$ cat src/rtl/md_unit.sv
// md_unit: iterative multiply/divide unit holding the architectural HI/LO pair.
// MULT/MULTU use radix-2 shift-add (LSB first), DIV/DIVU use restoring division
// (MSB first). Both run on magnitudes; signs are reapplied in the FIX state.
module md_unit #(
  parameter int WIDTH = 32,
  parameter int CNT_W = 5
) (
  input  logic             clk,
  input  logic             reset,
  input  logic             start,
  input  logic [1:0]       op,
  input  logic [WIDTH-1:0] rs_data_in,
  input  logic [WIDTH-1:0] rt_data_in,
  input  logic             mthi,
  input  logic             mtlo,
  output logic             busy,
  output logic             done,
  output logic [WIDTH-1:0] hi_out,
  output logic [WIDTH-1:0] lo_out
);

  localparam logic [1:0] S_IDLE = 2'd0;
  localparam logic [1:0] S_RUN  = 2'd1;
  localparam logic [1:0] S_FIX  = 2'd2;

  localparam logic [CNT_W-1:0] LAST_ITER = CNT_W'(WIDTH - 1);

  // Magnitude of an operand; only signed ops take the absolute value.
  // 0x8000_0000 negates to itself, which read as unsigned is exactly 2**31.
  function automatic logic [WIDTH-1:0] abs_sel(input logic signed [WIDTH-1:0] x,
                                               input logic is_signed);
    logic signed [WIDTH-1:0] neg_x;
    neg_x = -x;
    return (is_signed && x[WIDTH-1]) ? neg_x : x;
  endfunction

  // Conditional two's-complement negation, single width.
  function automatic logic [WIDTH-1:0] cond_neg_w(input logic [WIDTH-1:0] x,
                                                  input logic neg);
    return neg ? -x : x;
  endfunction

  // Conditional two's-complement negation, double width.
  function automatic logic [2*WIDTH-1:0] cond_neg_dw(input logic [2*WIDTH-1:0] x,
                                                     input logic neg);
    return neg ? -x : x;
  endfunction

  // Control state
  logic [1:0]       state;
  logic [1:0]       op_r;
  logic [CNT_W-1:0] cnt;
  logic             q_neg;
  logic             r_neg;
  logic             div_zero;
  logic [WIDTH-1:0] hi_q;
  logic [WIDTH-1:0] lo_q;
  logic             done_q;

  // Datapath state: md is the multiplicand or divisor, sh is the operand that
  // is consumed one bit per iteration (multiplier or dividend).
  logic [WIDTH-1:0]   md;
  logic [WIDTH-1:0]   sh;
  logic [WIDTH-1:0]   rs_orig;
  logic [2*WIDTH-1:0] acc;

  // Iteration step
  logic [WIDTH:0]     mul_pp;
  logic [WIDTH:0]     div_sh;
  logic [WIDTH+1:0]   div_diff;
  logic [2*WIDTH-1:0] acc_next;
  logic [WIDTH-1:0]   sh_next;

  // Final sign-corrected results
  logic [2*WIDTH-1:0] prod_fix;
  logic [WIDTH-1:0]   quo_fix;
  logic [WIDTH-1:0]   rem_fix;

  // One iteration: acc high half is the running partial product / remainder.
  always_comb begin
    mul_pp   = {1'b0, acc[2*WIDTH-1:WIDTH]} + (sh[0] ? {1'b0, md} : '0);
    div_sh   = {acc[2*WIDTH-1:WIDTH], sh[WIDTH-1]};
    div_diff = {1'b0, div_sh} - {2'b00, md};
    acc_next = acc;
    sh_next  = sh;
    if (op_r[1]) begin
      // Restoring divide: keep the difference when it does not borrow.
      if (!div_diff[WIDTH+1]) begin
        acc_next = {div_diff[WIDTH-1:0], acc[WIDTH-2:0], 1'b1};
      end else begin
        acc_next = {div_sh[WIDTH-1:0], acc[WIDTH-2:0], 1'b0};
      end
      sh_next = {sh[WIDTH-2:0], 1'b0};
    end else begin
      // Shift-add multiply: product bits fall into the low half LSB first.
      acc_next = {mul_pp, acc[WIDTH-1:1]};
      sh_next  = {1'b0, sh[WIDTH-1:1]};
    end
  end

  // Sign correction applied when the result is committed.
  always_comb begin
    prod_fix = cond_neg_dw(acc, q_neg);
    quo_fix  = cond_neg_w(acc[WIDTH-1:0], q_neg);
    rem_fix  = cond_neg_w(acc[2*WIDTH-1:WIDTH], r_neg);
  end

  // FSM, HI/LO and done pulse; reset aborts any operation in flight.
  always_ff @(posedge clk or negedge reset) begin
    if (!reset) begin
      state    <= S_IDLE;
      op_r     <= 2'b00;
      cnt      <= '0;
      q_neg    <= 1'b0;
      r_neg    <= 1'b0;
      div_zero <= 1'b0;
      hi_q     <= '0;
      lo_q     <= '0;
      done_q   <= 1'b0;
    end else begin
      done_q <= 1'b0;
      case (state)
        S_IDLE: begin
          if (start) begin
            state    <= S_RUN;
            op_r     <= op;
            cnt      <= '0;
            q_neg    <= op[0] & (rs_data_in[WIDTH-1] ^ rt_data_in[WIDTH-1]);
            r_neg    <= op[0] & rs_data_in[WIDTH-1];
            div_zero <= (rt_data_in == '0);
          end else begin
            // Moves only land when no operation is being launched.
            if (mthi) hi_q <= rs_data_in;
            if (mtlo) lo_q <= rs_data_in;
          end
        end
        S_RUN: begin
          cnt <= cnt + 1'b1;
          if (cnt == LAST_ITER) begin
            state <= S_FIX;
          end
        end
        S_FIX: begin
          if (!op_r[1]) begin
            hi_q <= prod_fix[2*WIDTH-1:WIDTH];
            lo_q <= prod_fix[WIDTH-1:0];
          end else if (div_zero) begin
            hi_q <= rs_orig;
            lo_q <= '1;
          end else begin
            hi_q <= rem_fix;
            lo_q <= quo_fix;
          end
          done_q <= 1'b1;
          state  <= S_IDLE;
        end
        default: begin
          state <= S_IDLE;
        end
      endcase
    end
  end

  // Operand capture at launch and per-iteration datapath update.
  always_ff @(posedge clk) begin
    if (state == S_IDLE && start) begin
      acc     <= '0;
      rs_orig <= rs_data_in;
      if (op[1]) begin
        md <= abs_sel(rt_data_in, op[0]);
        sh <= abs_sel(rs_data_in, op[0]);
      end else begin
        md <= abs_sel(rs_data_in, op[0]);
        sh <= abs_sel(rt_data_in, op[0]);
      end
    end else if (state == S_RUN) begin
      acc <= acc_next;
      sh  <= sh_next;
    end
  end

  assign busy   = (state != S_IDLE);
  assign done   = done_q;
  assign hi_out = hi_q;
  assign lo_out = lo_q;

endmodule

$ cat config.mk
export PLATFORM = sky130hd
export DESIGN_NAME = md_unit
export DESIGN_NICKNAME = d
export VERILOG_FILES = /design/src/rtl/md_unit.sv
export SDC_FILE = /design/constraint.sdc
export NUM_CORES = 1
export LEC_CHECK = 0
export BUFFER_PORTS_ARGS = -buffer_cell sky130_fd_sc_hd__buf_2
export CAP_MARGIN = 25
export CORE_ASPECT_RATIO = 0.9
export CORE_UTILIZATION = 29
export CTS_CLUSTER_SIZE = 10
export DETAILED_ROUTE_END_ITERATION = 12
export PLACE_DENSITY = 0.55
export SKIP_CTS_REPAIR_TIMING = 1
export SKIP_LAST_GASP = 1
export SLEW_MARGIN = 0
export SYNTH_ARGS = -nofsm -noshare
export SYNTH_HDL_FRONTEND = slang
export SYNTH_SLANG_ARGS = --single-unit
$ cat constraint.sdc
create_clock -name clk -period 5.25 [get_ports clk]
set_input_delay 0.525 -clock clk [delete_from_list [all_inputs] [get_ports clk]]
set_output_delay 0.525 -clock clk [all_outputs]
set_load 0.02 [all_outputs]
# Word level (Yosys, flattened, before mapping)
# Cells that the tools add are included.
# totals
reg_bits,237
in_bits,71
out_inout_bits,66
# op_classes
add_sub_neg,8
n_eq_ne,8
muxes,29
n_bitwise,3
reduce_logical,14
# ops
cell,count
32-bit two-way mux,18
64-bit two-way mux,3
32-bit negation,4
32-bit case mux with 2 select lines,2
64-bit negation,1
33-bit by 32-bit subtractor with 34-bit output,1
32-bit by 32-bit adder with 33-bit output,1
32-bit zero test,1
2-bit inequality test (second input constant),5
5-bit case mux with 2 select lines,1
2-bit nonzero test,4
2-bit AND reduction,3
3-bit AND reduction,2
5-bit by 1-bit adder with 5-bit output (second input constant),1
5-bit == test (second input constant),1
5-bit two-way mux,1
2-bit two-way mux,2
2-bit case mux with 2 select lines,1
1-bit logical AND,3
1-bit AND,2
2-bit by 1-bit == test with 1-bit output (second input constant),1
2-bit == test (second input constant),1
2-bit zero test,1
1-bit two-way mux,1
1-bit XOR,1

# Logic depth before layout (Yosys ltp)
# Gate-level depths: netlist (run 1).
# logic_depth
word_depth,5
depth_mapped,15

# Least setup slack after synthesis (run 1)
# OpenSTA, ideal clock, no wires.
# synth_timing
path_type,reg-to-reg
startpoint,register state[1]
endpoint,register sh[26] (data pin)
setup_ns,0.362
t_arrival_ns,3.465
slack_ns,1.423
path_stages_with_launch,7
cell_sequence,dfrtp_1 or2_2 or2_2 inv_1 clkbuf_1 clkbuf_1 a21oi_1
# synth_between
elab_chain_len,3
# synth_lines
element,line,text
from (decl),50,logic [1:0] state;
from (signal assigned),111,state <= S_IDLE;
from (signal assigned),125,state <= S_RUN;
from (signal assigned),140,state <= S_FIX;
2-bit zero test,166,if (state == S_IDLE && start) begin
1-bit logical AND,166,
32-bit two-way mux,166,
to (signal assigned),171,"sh <= abs_sel(rs_data_in, op[0]);"
to (signal assigned),174,"sh <= abs_sel(rt_data_in, op[0]);"
to (signal assigned),178,sh <= sh_next;
to (decl),63,logic [WIDTH-1:0] sh;
# Every way passes these cells.
# A chain may end at the register's enable or synchronous reset.

# Final worst setup path (run 1)
# layout_timing
startpoint,register sh[0]
endpoint,register acc[63]
# layout_between
elab_chain_len,3
# layout_lines
element,line,text
32-bit two-way mux,81,"mul_pp = {1'b0, acc[2*WIDTH-1:WIDTH]} + (sh[0] ? {1'b0, md} : '0);"
32-bit by 32-bit adder with 33-bit output,81,
64-bit two-way mux,86,if (op_r[1]) begin
to (signal assigned),177,acc <= acc_next;
to (decl),65,logic [2*WIDTH-1:0] acc;
# Every way passes these cells.

==> results of run 1 <==
## layout by cell type (no fill, tap or decap), types with 12 or more instances in the layout
master / n
nand2b_1: 18
a22oi_1: 15
o22ai_1: 40
xor2_1: 60
ha_1: 70
mux2i_1: 120
nand3_1: 88
dfxtp_1: 64
or3_1: 20
o31ai_1: 24
nor4_1: 21
a21o_1: 20
edfxtp_1: 96
and3_1: 19
clkbuf_16: 31
a21oi_1: 167
a31oi_1: 19
o211ai_1: 27
nand4_1: 17
inv_1: 63
buf_4: 33
nor3_1: 39
clkbuf_1: 14
dfrtp_1: 75
nor2_1: 152
xnor2_1: 102
a211oi_1: 16
and2_1: 38
nand2_1: 218
or2_2: 12
o21ai_0: 216
buf_2: 136
## stage by stage
step	util	power, mW	instance area, um^2	hold WS, ns
after global routing	0.334	13.4	20100	0.230
after detailed placement	0.318	10.4	19100	0.457
final	0.335	12.5	20100	0.244
after global placement	0.318	10.4	19100	0.448
after CTS	0.334	12.5	20100	-0.181
after floorplan	-	8.22	17700	0.229
## kinds of logic after synthesis
logic type	count (synthesis)	share of synthesized area
and+or+nand+nor	682	0.183
xor gates and xnor gates	162	0.0800
AOI/OAI and AO/OA	656	0.226
buffers and inverters	208	0.0446
DFF	236	0.342
muxes	128	0.0728
adders and majority gates	72	0.0517
## critical path, delay by kind of cell (launching register included)
family / cells / cell delay (ns)
fa+ha+maj: 2 / 0.64
buf+inv: 2 / 0.43
flops: 1 / 0.42
compound gates: 7 / 1.89
simple gates: 3 / 0.50
## state kept, by name (all words and copies together), names as in the netlist
signal	cells
md	32
rs_orig	32
op_r	1
lo_out	32
q_neg	1
state	2
sh	32
r_neg	1
acc	64
done	1
hi_out	32
cnt	5
div_zero	1
## area by class of cell
class                      count  share of cell area
sequential                   236               0.302
multi-input combinational   1700               0.541
clock buffer                  48              0.0433
inverter                      67              0.0126
clock inverter                 6             0.00417
timing repair buffer         171              0.0481
antenna                        1            0.000124
tap                          783              0.0487
## path summary, 6_finish.rpt
kind | depth (start not counted) | slack, ns | startpoint | end
worst max register to register | 14 | 1.22 | sh[0]$_DFFE_PP_ | acc[63]$_SDFFE_PP0P_
min in group asynchronous | 2 | 0.39 | reset | lo_out[10]$_DFFE_PN0P_
worst max-delay path | 14 | 1.22 | sh[0]$_DFFE_PP_ | acc[63]$_SDFFE_PP0P_
max in group asynchronous | 3 | 3.77 | reset | hi_out[3]$_DFFE_PN0P_
worst min-delay path | 1 | 0.24 | rs_data_in[1] | rs_orig[1]$_DFFE_PP_
worst min register to register | 2 | 0.47 | hi_out[6]$_DFFE_PN0P_ | hi_out[6]$_DFFE_PN0P_
## power by group through the flow
stage,Clock (mW),Combinational (mW),Sequential [mW]
after floorplan,0,4.75,3.47
after global placement,0,6.72,3.65
after CTS,2.08,6.79,3.64
final,2.03,6.84,3.65
after detailed placement,0,6.76,3.67
after global routing,2.13,7.51,3.74
## metal layers
layer	vias up	track usage	routed length, um	part of all wire
met5	-	0	24	0.00035
met4	4	0.0825	2900	0.042
met3	130	0.0316	4320	0.063
met2	617	0.346	30900	0.45
met1	8310	0.292	30700	0.45
li1	7990	-	-	-
==> impl_metrics.yaml, run 1 <==
worst_setup_path:
  crit_path_top_delay_cell: "a31oi_1"
  critPathRequiredTime_ns: 5.71
  crit_arrival_ns: 4.50
  critical_path.max_fanout: 30
  critical-path-max-stage-delay_ns: 0.53
  worstSetupEndpointType: "flop"
  critPathLaunchType: "flop"
  crit_type: "flop to flop"
  cpMostUsedCell: "o21ai_0"
  cp_cell_instances: "buf_4 -> and2_1 -> ha_1 -> fa_1 -> a211oi_1 -> o21ai_0 -> buf_4 -> nand4_1 -> o21ai_0 -> a31oi_1 -> o21ai_0 -> nor4bb_1 -> a311oi_1 -> a21oi_1"
place:
  dpl.cell_count: 2955
  port-buffer-count: 136
  post-place-ws_ns: 1.27
  gp_congestion: 0.939
  dp_hpwl_mm: 52.2
routing:
  num_vias: 17100
  drt_wl_total_mm: 68.8
  drt-vias-per-instance: 5.66
  antenna_violating_nets_post_route: 0
  drcViolationCount: 0
  route.detailed.wl_per_inst_um: 22.9
  drt_pass1_iterations: 5
  first_iter_violations: 1539
final_layout:
  final_net_count: 2349
  post_route_cells_drive_above_1_share: 0.109
  relative_area_change_from_synthesis_to_final_layout_pct: 13.4
  area_of_the_multi_input_gates_um2: 10900
  nFillCells: 6259
  final_cell_count_no_fill: 3012
  ff_latch_area_um2: 6070
timing:
  worst_slew_margin_rel: 0.344
  setup-violations-final: 0
  timing.clock.skew_ns: 0.0222
  worst-slew-pin-transition_ns: 0.985
  post-route-period-util: 0.768
  setup_tns_ns: 0
  period_needed_ns: 4.03
  layout_setup_ws_ns: 1.22
  fmax_ghz: 0.248
  report.final.slew_viol_count: 0
  rsz0062_at_grt: "no"
  final_hold_viol_count: 0
synth:
  synth_top_cells_by_count: "nand2_1 (218), o21ai_0 (216), a21oi_1 (167)"
  synth.lib_cells_used.distinct: 79
  synthesis.area_um2: 17700
  synth-seq-area-share: 0.342
  avgSynthCellArea_um2: 8.27
  postSynth.asyncResetShare: 0.322
  syn-num-nets: 2287
  cells_after_synth: 2144
  synth_area_leader_cell: "edfxtp_1"
  register_bit_count_reported_by_yosys: 236
  synthMostInstantiatedCell: "nand2_1"
  yosys_warnings: 0
  synth_ff_type: "edfxtp_1"
  synth-edff-count: 96
  ys_top_cells_by_area: "edfxtp_1 (16%), dfrtp_1 (11%), dfxtp_1 (7.2%)"
  synthDominantCellAreaShare: 0.163
power:
  net-switching-power_mw: 6.00
  pwr-share-comb: 0.546
  p_sw_frac: 0.479
  largest_voltage_drop_on_the_vdd_net_v: 0.000273
  clkPwrFrac: 0.162
  power.share.sequential: 0.292
  cellPowerDensity_nw_per_um2: 623
  p_leak_nw: 7.99
  power_report.internal_total_mw: 6.52
clock_network:
  numCtsBuffers: 30
  clock_sink_count: 236
  htree_levels: 1
  maximum_root_to_sink_buffer_count: 3
  latest_clock_arrival_within_the_worst_skew_pair_ns: 0.60
  tritoncts: "yes"
  root_buffer: "clkbuf_16"
  worst_setup_hold_path_clk_slew_ns: 0.06
grt:
  groute.usage.overall: 0.216
  antenna_violations_before_repair: 7
  vias_in_the_first_global_route: 16700
  global_route.overflow_total: 0
  grt_first_pass_wirelength_mm: 105
  grt_start_max_net_pins: 68
floorplanning:
  core-area_um2: 60100
  die_area_um2: 62100
  rows: 85
  dieHeight_um: 237
  ioPinCount: 137
  fp.dieW_um: 263
  initial_utilization: 0.295
run:
  maxCapViolations: 0
hold_path:
  holdCritPathClass: "primary input to flop"
status:
  result_of_the_run: "finished, final reports clean"
Note: power is estimated with default switching activity, not from simulation.
==> inputs of run 2 (changes only) <==
==> constraint.sdc (replaced) <==
create_clock -name clk -period 4.05 [get_ports clk]
set_input_delay 0.405 -clock clk [delete_from_list [all_inputs] [get_ports clk]]
set_output_delay 0.405 -clock clk [all_outputs]
set_load 0.02 [all_outputs]
==> run 2 against run 1 <==
Net effect:
- first-iteration DRC count is 7.0% lower
- sequential power is 25% higher
- non-clock buffer count is 25 higher
- hold slack worse by 0.12 ns
- count of clock-buffer cells in the layout is 1 lower
- die area stayed put
- via count is 0.72% higher
- clock power is 31% higher
- power is 32% higher
- final area is 0.90% higher
- clock skew is 0.0022 ns higher
- largest cell class unchanged
==> impl_metrics.yaml, run 2 (synthesis gave the netlist of run 1 again) <==
worst_setup_path:
  critical_path.max_fanout: 27
  crit_type: "flop to flop"
  worst_r2r_end: "acc[63]$_SDFFE_PP0P_"
  worstSetupEndpointType: "flop"
  critPathRequiredTime_ns: 4.56
  critical-path-max-stage-delay_ns: 0.48
  crit_path_top_delay_cell: "edfxtp_1"
  r2r_cells: 12
  timing.critical_path.max_delay_family: "compound AO/OA/AOI/OAI gates"
  crit_arrival_ns: 4.08
  cp_cell_instances: "buf_4 -> and2_1 -> ha_1 -> a21oi_1 -> o21ai_0 -> a21oi_1 -> o21ai_0 -> a31oi_1 -> o21ai_0 -> nor4bb_1 -> a311oi_1 -> a21oi_1"
  timing.critical_path.buf_inv: 1
  timing.rr.start: "sh[0]$_DFFE_PP_"
  setup.reg_to_reg.worst_slack_ns: 0.48
  critPathLaunchType: "flop"
power:
  total_power_mw: 16.5
  p_sw_frac: 0.478
  power_report.internal_total_mw: 8.61
  cellPowerDensity_nw_per_um2: 813
  p_leak_nw: 8.11
  clkPwrFrac: 0.161
  largest_voltage_drop_on_the_vdd_net_v: 0.000392
  net-switching-power_mw: 7.88
  pwr-share-comb: 0.563
  power.share.sequential: 0.276
clock_network:
  worst_setup_hold_path_clk_slew_ns: 0.06
  numCtsBuffers: 30
  clock_sink_count: 236
  latest_clock_arrival_within_the_worst_skew_pair_ns: 0.60
  tritoncts: "yes"
  root_buffer: "clkbuf_16"
  maximum_root_to_sink_buffer_count: 3
  htree_levels: 1
timing:
  worst-slew-pin-transition_ns: 0.967
  post-route-period-util: 0.882
  setup-violations-final: 0
  worst_slew_margin_rel: 0.356
  final_hold_viol_count: 0
  report.final.slew_viol_count: 0
  period_needed_ns: 3.57
  rsz0062_at_grt: "no"
  setup_tns_ns: 0
  fmax_ghz: 0.280
  timing.clock.skew_ns: 0.0245
routing:
  drt_wl_total_mm: 70.8
  drt-vias-per-instance: 5.65
  route.detailed.wl_per_inst_um: 23.3
  antenna_violating_nets_post_route: 0
  first_iter_violations: 1432
  drt_pass1_iterations: 6
  num_vias: 17200
  drcViolationCount: 0
final_layout:
  regMostFlops: "acc"
  nFillCells: 6266
  final_common_cell: "nand2_1"
  post_route_cells_drive_above_1_share: 0.119
  postLayoutCoreUtil: 0.338
  final_net_count: 2374
  ff_latch_area_um2: 6070
  largest_reg_flops: 64
  postLayoutCellArea_um2: 20300
  num_antenna_cells: 0
  area_of_the_multi_input_gates_um2: 10900
  relative_area_change_from_synthesis_to_final_layout_pct: 14.4
  most_frequent_cells_in_the_layout: "nand2_1 (218), o21ai_0 (216), a21oi_1 (167), nor2_1 (152), buf_2 (135)"
floorplanning:
  dieHeight_um: 237
  rows: 85
  fp.dieW_um: 263
  initial_utilization: 0.295
  core-area_um2: 60100
  ioPinCount: 137
  die_area_um2: 62100
run:
  maxCapViolations: 0
grt:
  vias_in_the_first_global_route: 16400
  groute.usage.overall: 0.221
  grt_first_pass_wirelength_mm: 106
  antenna_violations_before_repair: 3
  grt_start_max_net_pins: 78
  global_route.overflow_total: 0
hold_path:
  hold_path_startpoint: "rs_data_in[1]"
  holdCritPathClass: "primary input to flop"
  hold_worst_path_end: "rs_orig[1]$_DFFE_PP_"
  hold-path-cell-count: 1
place:
  port-buffer-count: 136
  place_area_um2: 19300
  gp_congestion: 0.978
  dp_hpwl_mm: 53.9
status:
  result_of_the_run: "finished, final reports clean"
[run 2: power groups by stage]
stage                     sequential, mW  combinational [mW]  clock (mW)
after detailed placement            4.59                9.15           0
final                               4.55                9.28        2.66
after global routing                4.67                10.1        2.79
after floorplan                     4.50                6.15           0
after CTS                           4.55                9.20        2.70
after global placement              4.57                9.14           0
[run 2: final cells by class]
class	count	area share
Clock buffer	47	0.0411
Tap cell	783	0.0483
Sequential cell	236	0.299
Multi-Input combinational cell	1700	0.536
Clock inverter	9	0.00586
Timing Repair Buffer	196	0.0566
Inverter	67	0.0125
[run 2: worst max path at each step]
stage                         startpoint                     end  slack, ns  depth (start not counted)
CTS                 acc[25]$_SDFFE_PP0P_  hi_out[17]$_DFFE_PN0P_       0.52                          8
detailed placement  acc[25]$_SDFFE_PP0P_  hi_out[17]$_DFFE_PN0P_       0.55                          8
floorplan           state[1]$_DFFE_PN0P_        sh[26]$_DFFE_PP_       0.22                          6
finish                   sh[0]$_DFFE_PP_    acc[63]$_SDFFE_PP0P_       0.48                         12
global route             md[1]$_DFFE_PP_    acc[63]$_SDFFE_PP0P_       0.21                         11
global placement    acc[25]$_SDFFE_PP0P_  hi_out[17]$_DFFE_PN0P_       0.57                          8
[run 2: per-layer routing]
layer	global-route usage	vias to the layer above	wire length [um]
met5	0	-	13
li1	-	8051	-
met1	0.298	8363	31400
met4	0.0889	2	3100
met3	0.0381	136	4820
met2	0.349	622	31500
[run 2: worst register-to-register path, cell delays in order, from the launching register on]
cell,delay [ns]
edfxtp_1,0.48
buf_4,0.26
and2_1,0.17
ha_1,0.37
a21oi_1,0.13
o21ai_0,0.46
a21oi_1,0.17
o21ai_0,0.25
a31oi_1,0.22
o21ai_0,0.32
nor4bb_1,0.40
a311oi_1,0.08
a21oi_1,0.18
[run 2: through the flow]
stage,hold slack (ns),cells,worst slack (ns)
6_report,0.126,3038,0.479
5_1_grt,0.0938,3038,0.210
4_1_cts,-0.222,3037,0.521
3_5_place_dp,0.410,2981,0.553
3_3_place_gp,0.404,2981,0.571
2_1_floorplan,0.109,2144,0.223
==> inputs of run 3 (changes only) <==
--- a/config.mk
+++ b/config.mk
@@ -7,11 +7,11 @@
 export LEC_CHECK = 0
 export BUFFER_PORTS_ARGS = -buffer_cell sky130_fd_sc_hd__buf_2
 export CAP_MARGIN = 25
-export CORE_ASPECT_RATIO = 0.9
 export CORE_UTILIZATION = 29
 export CTS_CLUSTER_SIZE = 10
 export DETAILED_ROUTE_END_ITERATION = 12
 export PLACE_DENSITY = 0.55
+export SETUP_SLACK_MARGIN = 0.4
 export SKIP_CTS_REPAIR_TIMING = 1
 export SKIP_LAST_GASP = 1
 export SLEW_MARGIN = 0
==> constraint.sdc (replaced) <==
create_clock -name clk -period 3.65 [get_ports clk]
set_input_delay 0.365 -clock clk [delete_from_list [all_inputs] [get_ports clk]]
set_output_delay 0.365 -clock clk [all_outputs]
set_load 0.02 [all_outputs]
==> run 3 against run 2 <==
Net effect:
- first-iteration DRC count grew 9.5%
- final area grew 2.5%
- power grew 13%
- non-clock buffer count grew 46
- sequential share of layout area shrank 0.73 points
==> impl_metrics.yaml, run 3 (synthesis gave the netlist of run 1 again) <==
status:
  result_of_the_run: "finished, final reports clean"
floorplanning:
  initial_utilization: 0.294
  die_area_um2: 62100
  core-area_um2: 60400
  fp.dieW_um: 249
  ioPinCount: 137
  dieHeight_um: 249
  rows: 90
worst_setup_path:
  crit_type: "flop to flop"
  crit_arrival_ns: 3.66
  critical-path-max-stage-delay_ns: 0.55
  timing.critical_path.max_delay_family: "simple AND/OR/NAND/NOR gates"
  cp_cell_instances: "or4_4 -> or3_4 -> or4_4 -> or3_4 -> or3_4 -> o21ai_4 -> mux2_4 -> o22ai_1 -> nand3_1"
  crit_path_top_delay_cell: "or4_4"
  critical_path.max_fanout: 4
  worstSetupEndpointType: "flop"
  cpMostUsedCell: "or3_4"
  critPathRequiredTime_ns: 4.13
  timing.critical_path.buf_inv: 0
  critPathLaunchType: "flop"
grt:
  antenna_violations_before_repair: 4
  global_route.overflow_total: 0
  grt_first_pass_wirelength_mm: 106
  groute.usage.overall: 0.222
  vias_in_the_first_global_route: 16600
  grt_start_max_net_pins: 73
final_layout:
  regMostFlops: "acc"
  relative_area_change_from_synthesis_to_final_layout_pct: 17.3
  final_common_cell: "nand2_1"
  most_frequent_cells_in_the_layout: "nand2_1 (217), o21ai_0 (207), a21oi_1 (163), nor2_1 (150), buf_2 (135)"
  largest_reg_flops: 64
  final_cell_count_no_fill: 3085
  post_route_cells_drive_above_1_share: 0.153
  final_net_count: 2420
clock_network:
  maximum_root_to_sink_buffer_count: 3
  htree_levels: 1
  clock_sink_count: 236
  root_buffer: "clkbuf_16"
  worst_setup_hold_path_clk_slew_ns: 0.06
  numCtsBuffers: 30
  latest_clock_arrival_within_the_worst_skew_pair_ns: 0.59
  tritoncts: "yes"
timing:
  rsz0062_at_grt: "yes"
  setup-violations-final: 0
  setup_tns_ns: 0
  worst_slew_margin_rel: 0.410
  worst-slew-pin-transition_ns: 0.884
  timing.clock.skew_ns: 0.0159
  report.final.slew_viol_count: 0
  final_hold_viol_count: 0
  post-route-period-util: 0.871
  fmax_ghz: 0.314
  period_needed_ns: 3.18
  layout_setup_ws_ns: 0.470
routing:
  drt-vias-per-instance: 5.63
  drt_wl_total_mm: 71.1
  num_vias: 17400
  drt_pass1_iterations: 6
  drcViolationCount: 0
  route.detailed.wl_per_inst_um: 23.0
  first_iter_violations: 1568
  antenna_violating_nets_post_route: 0
place:
  port-buffer-count: 136
  dpl.cell_count: 3020
  dp_hpwl_mm: 54.5
  post-place-ws_ns: 0.281
  gp_congestion: 0.971
power:
  cellPowerDensity_nw_per_um2: 898
  total_power_mw: 18.7
  largest_voltage_drop_on_the_vdd_net_v: 0.000331
  p_leak_nw: 8.35
hold_path:
  holdCritPathClass: "primary input to flop"
run:
  maxCapViolations: 0
-- run 3: layout make-up --
class / instances / area [um^2]
fill: 6310 / 39600
multi-input combinational: 1700 / 11100
sequential: 236 / 6070
timing repair buffer: 242 / 1510
tap: 782 / 978
clock buffer: 47 / 845
inverter: 67 / 253
clock inverter: 9 / 65.1
antenna: 2 / 5.00
-- run 3: power breakdown --
part | internal, mW | total, mW | switching [mW] | leakage (nW)
sequential | 3.92 | 4.91 | 0.992 | 2.37
clock | 1.58 | 2.81 | 1.23 | 0.441
combinational | 4.25 | 10.9 | 6.69 | 5.54
-- run 3: metrics by stage --
step | hold WS, ns | utilization | instance area, um^2
5_1_grt | 0.0311 | 0.345 | 20800
3_5_place_dp | 0.455 | 0.325 | 19600
4_1_cts | -0.166 | 0.340 | 20500
2_1_floorplan | 0.0694 | - | 17700
6_report | 0.0511 | 0.345 | 20800
3_3_place_gp | 0.447 | 0.325 | 19600
-- run 3: layer usage --
layer / share of wire / global-route usage / wire, um
met2: 0.46 / 0.366 / 33000
met3: 0.061 / 0.0302 / 4360
met4: 0.047 / 0.102 / 3360
met1: 0.43 / 0.288 / 30400
met5: 0.00015 / 0 / 11
-- run 3: worst paths after layout --
path                       cells after the start             startpoint                     end  slack, ns
min                                            1          rs_data_in[1]    rs_orig[1]$_DFFE_PP_       0.05
max in group asynchronous                      3                  reset  lo_out[13]$_DFFE_PN0P_       2.38
min reg2reg                                    2  hi_out[6]$_DFFE_PN0P_   hi_out[6]$_DFFE_PN0P_       0.46
min in group asynchronous                      2                  reset          done$_DFF_PN0_       0.35
max                                            9   acc[45]$_SDFFE_PP0P_  hi_out[27]$_DFFE_PN0P_       0.47
max reg2reg                                    9   acc[45]$_SDFFE_PP0P_  hi_out[27]$_DFFE_PN0P_       0.47
